==> src/rtl/fifo_link_tx_if.sv <==
// FIFO-side and link-side handshake bundle for fifo_link_tx.
// slave = the transmitter, master = the environment that owns the FIFO and link receiver.
interface fifo_link_tx_if #(
    parameter int DATA_WIDTH = 8,
    parameter int CNT_WIDTH  = 16
);
    logic                  fifo_empty_i;
    logic [DATA_WIDTH-1:0] fifo_data_i;
    logic                  fifo_rd_en_o;
    logic [DATA_WIDTH-1:0] tx_data_o;
    logic                  tx_valid_o;
    logic                  tx_ready_i;
    logic [CNT_WIDTH-1:0]  flit_cnt_o;

    modport slave (
        input  fifo_empty_i, fifo_data_i, tx_ready_i,
        output fifo_rd_en_o, tx_data_o, tx_valid_o, flit_cnt_o
    );

    modport master (
        output fifo_empty_i, fifo_data_i, tx_ready_i,
        input  fifo_rd_en_o, tx_data_o, tx_valid_o, flit_cnt_o
    );
endinterface

==> src/rtl/fifo_link_tx.sv <==
// Pops a registered-read FIFO into a 2-entry in-order buffer and streams it onto a
// valid/ready link, counting accepted flits.
module fifo_link_tx #(
    parameter int DATA_WIDTH = 8,
    parameter int CNT_WIDTH  = 16
) (
    input  logic             clk_i,
    input  logic             rst_i,
    fifo_link_tx_if.slave    bus
);
    logic [1:0][DATA_WIDTH-1:0] buf_q, buf_d;
    logic [1:0]                 occ_q, occ_d;
    logic                       pending_q, pending_d;
    logic [CNT_WIDTH-1:0]       cnt_q, cnt_d;
    logic                       xfer;
    logic                       rd_en;
    logic [2:0]                 fill_after;

    always_comb begin
        xfer       = (occ_q != 2'd0) && bus.tx_ready_i;
        // Slots already committed once this cycle's transfer leaves; an in-flight read owns one.
        fill_after = {1'b0, occ_q} + {2'b0, pending_q} - {2'b0, xfer};
        rd_en      = !rst_i && !bus.fifo_empty_i && (fill_after < 3'd2);

        buf_d     = buf_q;
        occ_d     = occ_q;
        pending_d = rd_en;
        cnt_d     = cnt_q;
        if (xfer) begin
            buf_d[0] = buf_q[1];
            occ_d    = occ_q - 2'd1;
            cnt_d    = cnt_q + 1'b1;
        end
        // After the shift occ_d is 0 or 1 whenever a read is in flight, so bit 0 picks the tail.
        if (pending_q) begin
            buf_d[occ_d[0]] = bus.fifo_data_i;
            occ_d           = occ_d + 2'd1;
        end
    end

    always_ff @(posedge clk_i) begin
        if (rst_i) begin
            buf_q     <= '0;
            occ_q     <= 2'd0;
            pending_q <= 1'b0;
            cnt_q     <= '0;
        end else begin
            buf_q     <= buf_d;
            occ_q     <= occ_d;
            pending_q <= pending_d;
            cnt_q     <= cnt_d;
        end
    end

    assign bus.fifo_rd_en_o = rd_en;
    assign bus.tx_valid_o   = (occ_q != 2'd0);
    assign bus.tx_data_o    = (occ_q != 2'd0) ? buf_q[0] : '0;
    assign bus.flit_cnt_o   = cnt_q;
endmodule
==> src/flat_wrapper.sv <==
// flat-port wrapper written by rule: the top's interface ports become plain ports
module fifo_link_tx_flat 
#(
    parameter int DATA_WIDTH = 8,
    parameter int CNT_WIDTH  = 16
)
  (clk_i, rst_i, bus_fifo_empty_i, bus_fifo_data_i, bus_tx_ready_i, bus_fifo_rd_en_o, bus_tx_data_o, bus_tx_valid_o, bus_flit_cnt_o);
  fifo_link_tx_if #(.DATA_WIDTH(DATA_WIDTH), .CNT_WIDTH(CNT_WIDTH)) bus_i ();
  input  logic clk_i;
  input  logic rst_i;
  input wire logic [$bits(bus_i.fifo_empty_i)-1:0] bus_fifo_empty_i;
  input wire logic [$bits(bus_i.fifo_data_i)-1:0] bus_fifo_data_i;
  input wire logic [$bits(bus_i.tx_ready_i)-1:0] bus_tx_ready_i;
  output wire logic [$bits(bus_i.fifo_rd_en_o)-1:0] bus_fifo_rd_en_o;
  output wire logic [$bits(bus_i.tx_data_o)-1:0] bus_tx_data_o;
  output wire logic [$bits(bus_i.tx_valid_o)-1:0] bus_tx_valid_o;
  output wire logic [$bits(bus_i.flit_cnt_o)-1:0] bus_flit_cnt_o;
  assign bus_i.fifo_empty_i = bus_fifo_empty_i;
  assign bus_i.fifo_data_i = bus_fifo_data_i;
  assign bus_i.tx_ready_i = bus_tx_ready_i;
  assign bus_fifo_rd_en_o = bus_i.fifo_rd_en_o;
  assign bus_tx_data_o = bus_i.tx_data_o;
  assign bus_tx_valid_o = bus_i.tx_valid_o;
  assign bus_flit_cnt_o = bus_i.flit_cnt_o;
  fifo_link_tx #(.DATA_WIDTH(DATA_WIDTH), .CNT_WIDTH(CNT_WIDTH)) u_core (.clk_i(clk_i), .rst_i(rst_i), .bus(bus_i));
endmodule
==> config.mk <==
export PLATFORM = sky130hd
export DESIGN_NAME = fifo_link_tx_flat
export DESIGN_NICKNAME = d
export VERILOG_FILES = /design/src/rtl/fifo_link_tx_if.sv /design/src/rtl/fifo_link_tx.sv /design/src/flat_wrapper.sv
export SDC_FILE = /design/constraint.sdc
export NUM_CORES = 1
export LEC_CHECK = 0
export CAP_MARGIN = 10
export CORE_MARGIN = 1.5
export CORE_UTILIZATION = 49
export DETAILED_ROUTE_END_ITERATION = 8
export PLACE_DENSITY = 0.78
export SLEW_MARGIN = 20
export SYNTH_ARGS = -nofsm -noshare
export SYNTH_HDL_FRONTEND = slang
export SYNTH_SLANG_ARGS = --single-unit
==> constraint.sdc <==
create_clock -name clk_i -period 5.41 [get_ports clk_i]
set_clock_uncertainty 0.05 [all_clocks]
set_input_delay 1.3525 -clock clk_i [delete_from_list [all_inputs] [get_ports clk_i]]
set_output_delay 1.3525 -clock clk_i [all_outputs]
set_load 0.01 [all_outputs]
# [Yosys cells after proc, flatten, opt, wreduce, memory -nomap -nowiden]
# Index checks and enable logic that the tools add are counted.
[word_totals] output_inout_bits=26 register_bits=35 wordCells=28
[classes] n_addsub=5 reduce_logical=7 magnitude_cmp=3 muxes=8
[op_table] op="$mux W8" count=4
[op_table] op="$add A16 B1 Y16 const B" count=1
[op_table] op="$bwmux W16" count=1
[op_table] op="$demux W8 S1" count=1
[op_table] op="$logic_and A1 B1 Y1" count=4
[op_table] op="$mux W2" count=2
[op_table] op="$add A2 B1 Y3" count=1
[op_table] op="$lt A3 B2 Y1 const B" count=1
[op_table] op="$sub A3 B1 Y3" count=1
[op_table] op="$add A2 B1 Y2 const B" count=1
[op_table] op="$logic_not A1 Y1" count=2
[op_table] op="$lt A1 B2 Y1 const B" count=1
[op_table] op="$reduce_bool A2 Y1" count=1
[op_table] op="$sub A2 B1 Y2 const B" count=1
[op_table] op="$ge A1 B1 Y1 const B" count=1

# [Longest topological paths before layout]
# Gate-level depths: netlist (run 1).
[logic_depth] word_depth=9 ltp_mapped=11 depth_no_buf=9

# [Worst setup path after synthesis (run 1)]
# No wires, ideal clock.
[synth_path] path_kind="input-to-output" startpoint="in bus_tx_ready_i" endpoint="out bus_fifo_rd_en_o" required_ps=4008 path_stages=9 setup_slack_ps=461 t_arrival_ps=3546 cell_sequence="and2b_1 buf_6 xnor2_4 ha_1 clkbuf_1 inv_1 fa_1 xor2_1 nor4b_1"
[synth_between] elab_chain_cells=4
[synth_lines] element="start, declared" line_no="flat_wrapper.sv:13" text="input wire logic [$bits(bus_i.tx_ready_i)-1:0] bus_tx_ready_i;"
[synth_lines] element="$logic_and A1 B1 Y1" line_no="fifo_link_tx.sv:20" text="xfer = (occ_q != 2'd0) && bus.tx_ready_i;"
[synth_lines] element="$sub A3 B1 Y3" line_no="fifo_link_tx.sv:22" text="fill_after = {1'b0, occ_q} + {2'b0, pending_q} - {2'b0, xfer};"
[synth_lines] element="$lt A3 B2 Y1" line_no="fifo_link_tx.sv:23" text="rd_en = !rst_i && !bus.fifo_empty_i && (fill_after < 3'd2);"
[synth_lines] element="$logic_and A1 B1 Y1" line_no="fifo_link_tx.sv:23"
[synth_lines] element="end, declared" line_no="flat_wrapper.sv:14" text="output wire logic [$bits(bus_i.fifo_rd_en_o)-1:0] bus_fifo_rd_en_o;"
# No other way between the ends.

# [Worst setup path in the final report (run 1)]
# Same ends and word-level chain as after synthesis.

==> results of run 1 <==
[layout make-up]
type                       instances  area (um^2)  share of cell area [%]
multi-input combinational        136          901                    41.6
tap                               46         57.6                    2.66
clock buffer                       8         68.8                    3.18
inverter                           7         26.3                    1.21
sequential                        35          701                    32.4
timing repair buffer              42          410                    19.0
[worst max-delay path, stage by stage]
cell and delay (ns):
clkdlybuf4s50_1 0.47, and2b_2 0.27, xnor2_4 0.14, ha_1 0.18, inv_1 0.06, fa_1 0.39, xor2_1 0.17, nor4b_1 0.26
dlymetal6s2s_1 0.20
[stage by stage]
| step | instance area, um^2 | std cells | util, % | hold WS [ns] | worst slack (ns) |
|---|---|---|---|---|---|
| floorplan | 1690 | 189 | - | 0.410 | 0.461 |
| global placement | 2090 | 266 | 63.2 | 0.415 | 0.136 |
| detailed placement | 2090 | 266 | 63.2 | 0.429 | 0.0376 |
| CTS | 2160 | 274 | 65.3 | 0.444 | 0.0224 |
| global route | 2160 | 274 | 65.4 | 0.475 | 0.329 |
| finish | 2160 | 274 | 65.4 | 0.438 | 0.495 |
[synth_stat cells, types with 2 or more instances]
cell and n:
buf_6 2, o21ai_0 3, and3_1 2, clkbuf_1 6, xor2_1 6, inv_1 6, a21oi_1 5, nor2b_1 12
mux2_2 2, mux2i_1 8, nand2_1 22, nand4_1 3, nor4b_1 3, nor3_1 10, a311oi_1 8, ha_1 3
dfxtp_1 35, nor2_1 22, xnor2_1 5, nand3_1 5
[report_power, final]
group | internal [W] | leakage [nW] | switching [W]
Clock | 0.0000765 | 0.0386 | 0.0000816
Combinational | 0.000139 | 0.443 | 0.000151
Sequential | 0.000298 | 0.284 | 0.0000296
[worst max path at each step]
stage,end,slack (ns),cells after the start
floorplan,bus_fifo_rd_en_o,0.46,9
global placement,bus_fifo_rd_en_o,0.14,9
detailed placement,bus_fifo_rd_en_o,0.04,9
CTS,bus_fifo_rd_en_o,0.02,9
global route,bus_fifo_rd_en_o,0.33,9
finish,bus_fifo_rd_en_o,0.49,9
[cell families after synthesis]
| family | synth area share [%] |
|---|---|
| AO/OA/AOI/OAI | 7.94 |
| XOR/XNOR | 7.35 |
| adder cells (fa/ha/maj) | 3.42 |
| buffers and inverters | 5.05 |
| flip-flops | 41.6 |
| multiplexers | 6.09 |
| AND/OR/NAND/NOR | 28.6 |
[state kept, by name, summed over array words and instances, names as in the netlist]
signal                 flops
u_core.pending_q           1
u_core.occ_q               2
u_core.bus.flit_cnt_o     16
u_core.buf_q              16
[repair_timing]
item                                    CTS  global route
endpoints found under the setup margin    0             1
gates resized for setup                   0             2
setup buffers                             0             0
[metal layers]
metal	wire [um]	GRT usage (%)	share of wire [%]	vias up
li1	-	-	-	729
met5	0	0	0	-
met2	1950	36.2	52	36
met3	157	4.62	4.2	2
met4	8	5.47	0.21	0
met1	1610	27.3	43	704
[placed cells by master, fill, tap and decap left out, types with 5 or more instances in the layout]
master           Yosys  routed
clkdlybuf4s50_1      0      36
nor2_1              22      22
nor3_1              10      10
xor2_1               6       6
inv_1                6       6
dfxtp_1             35      35
mux2i_1              8       8
a21oi_1              5       5
xnor2_1              5       5
clkbuf_4             0       5
a311oi_1             8       8
buf_4                0       5
nand2_1             22      22
nor2b_1             12      12
nand3_1              5       5
==> impl_metrics.py, run 1 <==
metrics = {
    "timing": {
        "finalMaxSlewViolations": 0,
        "hold_viol": 0,
        "tightestPinTransition_ns": 0.444,
        "slew_headroom_pct": 70.4,
        "setup_tns_ns": 0,
        "period_share_pct": 90.9,
        "rsz0062_at_grt": "no",
        "period_needed_ns": 4.92,
        "setup_viol": 0,
        "clock.fmax_ghz": 0.203,
    },
    "place": {
        "dp_hpwl_mm": 2.70,
        "place.port_buffers": 37,
        "globalplace.congestion": 0.817,
    },
    "clock_network": {
        "cts-htree-levels": 2,
        "postCtsHoldBufs": 0,
        "cts_tree": "done",
        "clockBufferDepth": 2,
        "cts_root_buffer": "clkbuf_4",
        "cts.sink_count": 35,
        "clkLatencyLatePin_ns": 0.32,
        "numCtsBuffers": 5,
        "clk_pin_slew_ns": 0.10,
    },
    "grt": {
        "gr-total-overflow": 0,
        "grt_pass1_vias": 1435,
        "grt_pass1_wl_mm": 6.14,
        "antenna_found_initial": 0,
        "grt_usage_pct": 21.3,
        "grt_max_degree": 38,
    },
    "drt": {
        "drtIter0Drc": 68,
        "wl_mm": 3.73,
        "postRouteAntennaNets": 0,
        "drt-vias-per-instance": 5.37,
        "wl_per_cell_um": 13.6,
        "drt_pass1_iterations": 4,
        "dr_total_vias": 1471,
        "drc": 0,
    },
    "floorplanning": {
        "start_util_pct": 50.9,
        "num_rows": 21,
        "core_mm2": 0.00331,
        "ios": 38,
        "fp.dieH_um": 61.6,
        "die_area_mm2": 0.00380,
        "die_w_um": 61.6,
    },
    "synthesis": {
        "synth_area_leaders": "dfxtp_1 (42%), nand2_1 (4.9%), nor2_1 (4.9%)",
        "yosysTopAreaCellShare_pct": 41.6,
        "async_reset_ff_share_pct": 0,
        "yosysUniqueCellTypes": 41,
        "synth_nets": 205,
        "syn_avg_cell_area_um2": 8.92,
        "ys_ff_latch": 35,
        "synth_seq_area_share_pct": 41.6,
        "synth-edff-count": 0,
        "postSynthCellCount": 189,
        "yosysTopAreaCell": "dfxtp_1",
        "dominantRegCellSynth": "dfxtp_1",
        "synth_area_mm2": 0.00169,
        "synth_warnings": 0,
    },
    "finish": {
        "drive_gt1_share_pct": 8.77,
        "fill_cells": 288,
        "areaGrowthSynthToFinish_pct": 28.4,
        "fin_nets": 243,
        "num_antenna_cells": 0,
    },
    "power_and_ir_drop": {
        "p_leak_nw": 0.765,
        "report.power.total_w": 0.000775,
        "ir_drop_mv": 0.270,
        "p_per_area_mw_per_mm2": 358,
    },
    "worst_setup_path": {
        "endpoint_kind": "output port",
        "crit-reg2reg-capture": "u_core.pending_q",
        "worstPathMaxFanout": 4,
        "critical_path_required_ns": 4.01,
        "setup.worst_path.start": "bus_tx_ready_i",
        "cp.arrival_ns": 3.51,
        "start_kind": "input pin",
        "worstReg2RegStart": "u_core.occ_q[0]",
        "critPathKind": "input pin to output port",
        "reg2reg_slack_ns": 2.70,
        "reg2reg_depth": 9,
    },
    "worst_hold_path": {
        "whs_path_depth": 2,
        "worstHoldEndpoint": "u_core.buf_q[7]",
        "hp-class": "flop to flop",
        "min_from": "u_core.buf_q[15]",
    },
    "outcome": {
        "status": "finished clean",
    },
    "run": {
        "cap_violations": 0,
    },
}
(Power assumes the default switching activity.)
==> run 2, diff against run 1 <==
--- a/config.mk
+++ b/config.mk
@@ -8,6 +8,7 @@
 export CAP_MARGIN = 10
 export CORE_MARGIN = 1.5
 export CORE_UTILIZATION = 49
+export CTS_CLUSTER_DIAMETER = 50
 export DETAILED_ROUTE_END_ITERATION = 8
 export PLACE_DENSITY = 0.78
 export SLEW_MARGIN = 20
==> results of run 2 <==
Final layout, timing and power as in run 1 (identical DEF).
==> run 3, diff against run 2 <==
--- a/config.mk
+++ b/config.mk
@@ -7,10 +7,11 @@
 export LEC_CHECK = 0
 export CAP_MARGIN = 10
 export CORE_MARGIN = 1.5
-export CORE_UTILIZATION = 49
+export CORE_UTILIZATION = 52
+export CTS_BUF_LIST = sky130_fd_sc_hd__clkbuf_2
 export CTS_CLUSTER_DIAMETER = 50
 export DETAILED_ROUTE_END_ITERATION = 8
-export PLACE_DENSITY = 0.78
+export PLACE_DENSITY = 0.82
 export SLEW_MARGIN = 20
 export SYNTH_ARGS = -nofsm -noshare
 export SYNTH_HDL_FRONTEND = slang
==> impl_metrics.py, run 3 (synthesized netlist as in run 1, its figures left out) <==
metrics = {
    "worst_setup_path": {
        "critical_path_required_ns": 4.01,
        "reg2reg_depth": 9,
        "endpoint_kind": "output port",
        "critPathKind": "input pin to output port",
        "worstPathMaxFanout": 4,
        "cp.arrival_ns": 3.85,
        "start_kind": "input pin",
    },
    "worst_hold_path": {
        "whs_path_depth": 2,
        "hp-class": "flop to flop",
    },
    "drt": {
        "wl_per_cell_um": 13.9,
        "drt-vias-per-instance": 5.46,
        "drc": 0,
        "drtIter0Drc": 77,
        "wl_mm": 3.78,
        "postRouteAntennaNets": 0,
        "dr_total_vias": 1484,
        "drt_pass1_iterations": 4,
    },
    "finish": {
        "fin_nets": 243,
        "drive_gt1_share_pct": 9.21,
        "fin_area_mm2": 0.00213,
        "layout_commonest_cell": "clkdlybuf4s50_1",
        "final_cell_mix": "clkdlybuf4s50_1 (37), dfxtp_1 (35), nor2_1 (22), nand2_1 (22), nor2b_1 (12)",
        "fill_cells": 248,
        "areaGrowthSynthToFinish_pct": 26.4,
        "num_antenna_cells": 0,
    },
    "place": {
        "dp_hpwl_mm": 2.71,
        "detailed_place.area_mm2": 0.00209,
        "place.port_buffers": 37,
        "globalplace.congestion": 0.848,
    },
    "timing": {
        "hold_viol": 0,
        "rsz0062_at_grt": "no",
        "setup_viol": 0,
        "period_share_pct": 97.1,
        "slew_headroom_pct": 72.5,
        "period_needed_ns": 5.26,
        "tightestPinTransition_ns": 0.409,
        "finalMaxSlewViolations": 0,
        "clock.fmax_ghz": 0.190,
        "setup_tns_ns": 0,
    },
    "clock_network": {
        "clkLatencyLatePin_ns": 0.37,
        "cts_tree": "done",
        "post_cts_buffers": 0,
        "cts_resized": 0,
        "cts-htree-levels": 2,
        "clockBufferDepth": 2,
        "cts.sink_count": 35,
        "postCtsHoldBufs": 0,
        "numCtsBuffers": 5,
        "clk_pin_slew_ns": 0.17,
        "cts_root_buffer": "clkbuf_2",
    },
    "power_and_ir_drop": {
        "report.power.total_w": 0.000733,
        "p_leak_nw": 0.743,
        "ir_drop_mv": 0.253,
        "p_per_area_mw_per_mm2": 344,
    },
    "run": {
        "cap_violations": 0,
    },
    "grt": {
        "grt_pass1_vias": 1425,
        "use_met2_pct": 39.1,
        "busiest_layer": "met2",
        "grt_usage_pct": 22.8,
        "use_met3_pct": 8.01,
        "grt_max_degree": 38,
        "antenna_found_initial": 0,
        "grt_pass1_wl_mm": 6.06,
        "gr-total-overflow": 0,
        "grt_util_met1_pct": 26.2,
    },
    "floorplanning": {
        "fp.dieH_um": 59.9,
        "ios": 38,
        "die_w_um": 59.9,
        "core_mm2": 0.00308,
        "die_area_mm2": 0.00359,
        "start_util_pct": 54.8,
        "num_rows": 20,
    },
    "outcome": {
        "status": "finished clean",
    },
}
-- run 3: metrics by stage --
stage               worst slack [ns]  hold WS, ns  utilization (%)  cells
floorplan                      0.461        0.410                -    189
global placement               0.145        0.419             67.9    264
detailed placement             0.103        0.428             67.9    264
CTS                           0.0848        0.449             69.2    272
global route                 0.00529        0.465             69.2    272
finish                         0.154        0.445             69.2    272
-- run 3: final cells by class --
cell class	count	area (um^2)	share of cell area, %
inverters	7	26.3	1.23
well taps	44	55.1	2.58
flip-flops and latches	35	701	32.9
clock buffers	7	35.0	1.64
multi-input cells	136	901	42.3
repair buffers	42	408	19.1
clock inverters	1	5.00	0.235
-- run 3: worst paths after layout --
check                   startpoint          endpoint  slack [ns]
hold reg to reg   u_core.buf_q[13]   u_core.buf_q[5]        0.45
hold / removal    u_core.buf_q[13]   u_core.buf_q[5]        0.45
setup reg to reg   u_core.occ_q[0]  u_core.pending_q        2.73
setup / recovery    bus_tx_ready_i  bus_fifo_rd_en_o        0.15
-- run 3: power breakdown --
| group | switching, W | internal (W) | total [W] |
|---|---|---|---|
| Sequential | 0.0000299 | 0.000298 | 0.000328 |
| Clock | 0.0000821 | 0.0000353 | 0.000117 |
| Combinational | 0.000150 | 0.000139 | 0.000288 |
-- run 3: layer usage --
layer | routed length (um) | up-vias
li1 | - | 728
met1 | 1540 | 700
met2 | 1960 | 50
met3 | 232 | 6
met4 | 47 | 0
met5 | 0 | -
-- run 3: worst max-delay path, cell delays in order --
cell and delay, ns:
clkdlybuf4s50_1 0.45, and2b_2 0.26, xnor2_4 0.15, ha_1 0.18, inv_1 0.06, fa_1 0.40, xor2_1 0.17, nor4b_1 0.24
clkdlybuf4s50_1 0.59
==> variant, RTL diff (settings of run 2) <==
`CNT_WIDTH` is set to 16 in 3 places; all go to 32.
--- a/src/rtl/fifo_link_tx_if.sv
+++ b/src/rtl/fifo_link_tx_if.sv
@@ -2,7 +2,7 @@
 // slave = the transmitter, master = the environment that owns the FIFO and link receiver.
 interface fifo_link_tx_if #(
     parameter int DATA_WIDTH = 8,
-    parameter int CNT_WIDTH  = 16
+    parameter int CNT_WIDTH  = 32
 );
     logic                  fifo_empty_i;
     logic [DATA_WIDTH-1:0] fifo_data_i;
--- a/src/rtl/fifo_link_tx.sv
+++ b/src/rtl/fifo_link_tx.sv
@@ -2,7 +2,7 @@
 // valid/ready link, counting accepted flits.
 module fifo_link_tx #(
     parameter int DATA_WIDTH = 8,
-    parameter int CNT_WIDTH  = 16
+    parameter int CNT_WIDTH  = 32
 ) (
     input  logic             clk_i,
     input  logic             rst_i,
--- a/src/flat_wrapper.sv
+++ b/src/flat_wrapper.sv
@@ -2,7 +2,7 @@
 module fifo_link_tx_flat 
 #(
     parameter int DATA_WIDTH = 8,
-    parameter int CNT_WIDTH  = 16
+    parameter int CNT_WIDTH  = 32
 )
   (clk_i, rst_i, bus_fifo_empty_i, bus_fifo_data_i, bus_tx_ready_i, bus_fifo_rd_en_o, bus_tx_data_o, bus_tx_valid_o, bus_flit_cnt_o);
   fifo_link_tx_if #(.DATA_WIDTH(DATA_WIDTH), .CNT_WIDTH(CNT_WIDTH)) bus_i ();
Interface: changed (resized bus_flit_cnt_o); port bits go from 38 to 54. No check against the original RTL was run, so the function may have changed too.
==> variant against run 2 <==
  * Worst setup slack better by 0.064 ns
  * Clock power up 61%
  * Final area grew 43%
  * Routed wire length up 41%
  * Total power increased by 26%
  * Area after synthesis up 43%
  * Register-to-register slack got worse by 0.03 ns
  * Sequential cell count up 16
  * Critical endpoint unchanged
==> variant: results (changes against run 2) <==
* Outcome: finished clean
* Dpl ws at 0.125 ns (+0.0877 ns)
* Initial antenna violation count at 0 (unchanged)
* Iter 0 DRT Violations at 84 (+24%)
* Peak supply drop at 0.248 mV (-8.2%)
* Final WL at 5.26 mm (+41%)
* Slowest cell on the critical path: clkdlybuf4s50_1
* Post-Syn Area per Cell at 8.53 sq um (-4.3%)
* CP delay by family, top: buffers and inverters
* Worst skew pair latency at 0.30 ns (-0.02 ns)
* Largest net degree at the start of global routing at 55 (+45%)
* Critical R2R Capture: u_core.bus.flit_cnt_o[28]
* Crit path max fanout at 2 (-2)
* Inserted Clock Buffers at 5 (unchanged)
* Sequential share of the synthesized area at 0.424 (+0.00860)
* Most instantiated cells after synthesis: dfxtp_1 (51), nand2_1 (27), nor2_1 (22)
* Vias in the first global route at 2041 (+42%)
* First-pass GRT wire length at 8.62 mm (+40%)
* Min-Delay Startpoint: u_core.buf_q[12]
* # port buffers at 53 (+43%)
* Lkg Pwr at 1.01 nW (+32%)
* Worst reg2reg path startpoint: u_core.occ_q[1]
* Reg-to-reg slack, setup at 2.67 ns (-0.03 ns)
* Ys async rst share at 0 (unchanged)
* Clock-pin slew on the worst setup and hold paths at 0.08 ns (-0.02 ns)
* Hold Crit Class: reg2reg
* Root buf cell: clkbuf_8
* Nets@finish at 346 (+42%)
* Detailed Place HPWL at 3.61 mm (+34%)
* 1st-pass router iterations at 4 (unchanged)
* Layout cells sized above 1 at 0.0545 (-0.0332)
* Avg WL per Cell at 13.3 microns (-2.6%)
* Global Route Usage Sum at 0.204 (-0.00879)
* Arrival time of the worst setup path at 3.45 ns (-0.06 ns)
* Placed insts at 390 (+47%)
* Reg2Reg Depth at 6 (-3)
* Worst-Margin Slew at 0.932 ns (+0.489 ns)
* Netlist cell types at 35 (-15%)
* Fin crit period at 4.85 ns (-0.0640 ns)
* Max reg flops at 32
* Post-synth net total at 298 (+45%)
* Vias per cell at 5.48 (+2.0%)
* Synth area leaders: dfxtp_1 (42%), nand2_1 (4.2%), a21oi_1 (4.2%)
* CP max stage delay at 0.43 ns (-0.04 ns)
* End of the worst hold path: u_core.buf_q[4]
* GPL Wtd Cong at 0.780 (-4.5%)
[variant: cell types whose count changed in the layout (fill, tap and decap cells not counted), sizes merged, moves of 2 or more]
| cell | change |
|---|---|
| a21oi | +15 |
| xor2 | +3 |
| xnor2 | -2 |
| dfxtp | +16 |
| clkdlybuf4s50 | +15 |
| or3 | +9 |
| nand2 | +5 |
| clkbuf | -2 |
| nand3 | +2 |
| nand4 | +5 |
| inv | +4 |
| o31ai | +9 |
| or4 | +12 |
| o21ai | +7 |
[variant: power breakdown]
group | internal (mW) | leakage, nW | total [mW] | switching [mW]
Combinational | 0.129 | 0.545 | 0.274 | 0.145
Clock | 0.136 | 0.0513 | 0.255 | 0.119
Sequential | 0.415 | 0.412 | 0.445 | 0.0294
[variant: layout make-up]
type	count	area, sq um
multi-input combinational	203	1280
sequential	51	1020
clock buffer	6	72.6
fill	402	1630
tap	67	83.8
clock inverter	1	30.0
inverter	11	41.3
timing repair buffer	58	566
[variant: logic make-up (layout without fill, tap and decap cells)]
group	Yosys count	count (layout)	synth area share
multiplexers	10	10	0.0426
AO/OA/AOI/OAI	49	49	0.126
flip-flops	51	51	0.424
XOR/XNOR	13	13	0.0473
buffers and inverters	28	76	0.0458
adder cells (fa/ha/maj)	4	4	0.0239
AND/OR/NAND/NOR	127	127	0.290
[variant: through the flow]
stage                     area, sq um  hold WS (ns)
after detailed placement         2980         0.427
after global placement           2980         0.423
final                            3090         0.441
after global routing             3090         0.456
after floorplan                  2410         0.410
after CTS                        3090         0.437
[variant: routing by layer]
layer | track usage | share of wire | wire length (microns) | vias to the layer above
met4 | 0.101 | 0.014 | 72 | 0
li1 | - | - | - | 1104
met3 | 0.0373 | 0.044 | 234 | 7
met2 | 0.342 | 0.48 | 2550 | 54
met1 | 0.250 | 0.46 | 2410 | 1010
met5 | 0 | 0 | 0 | -
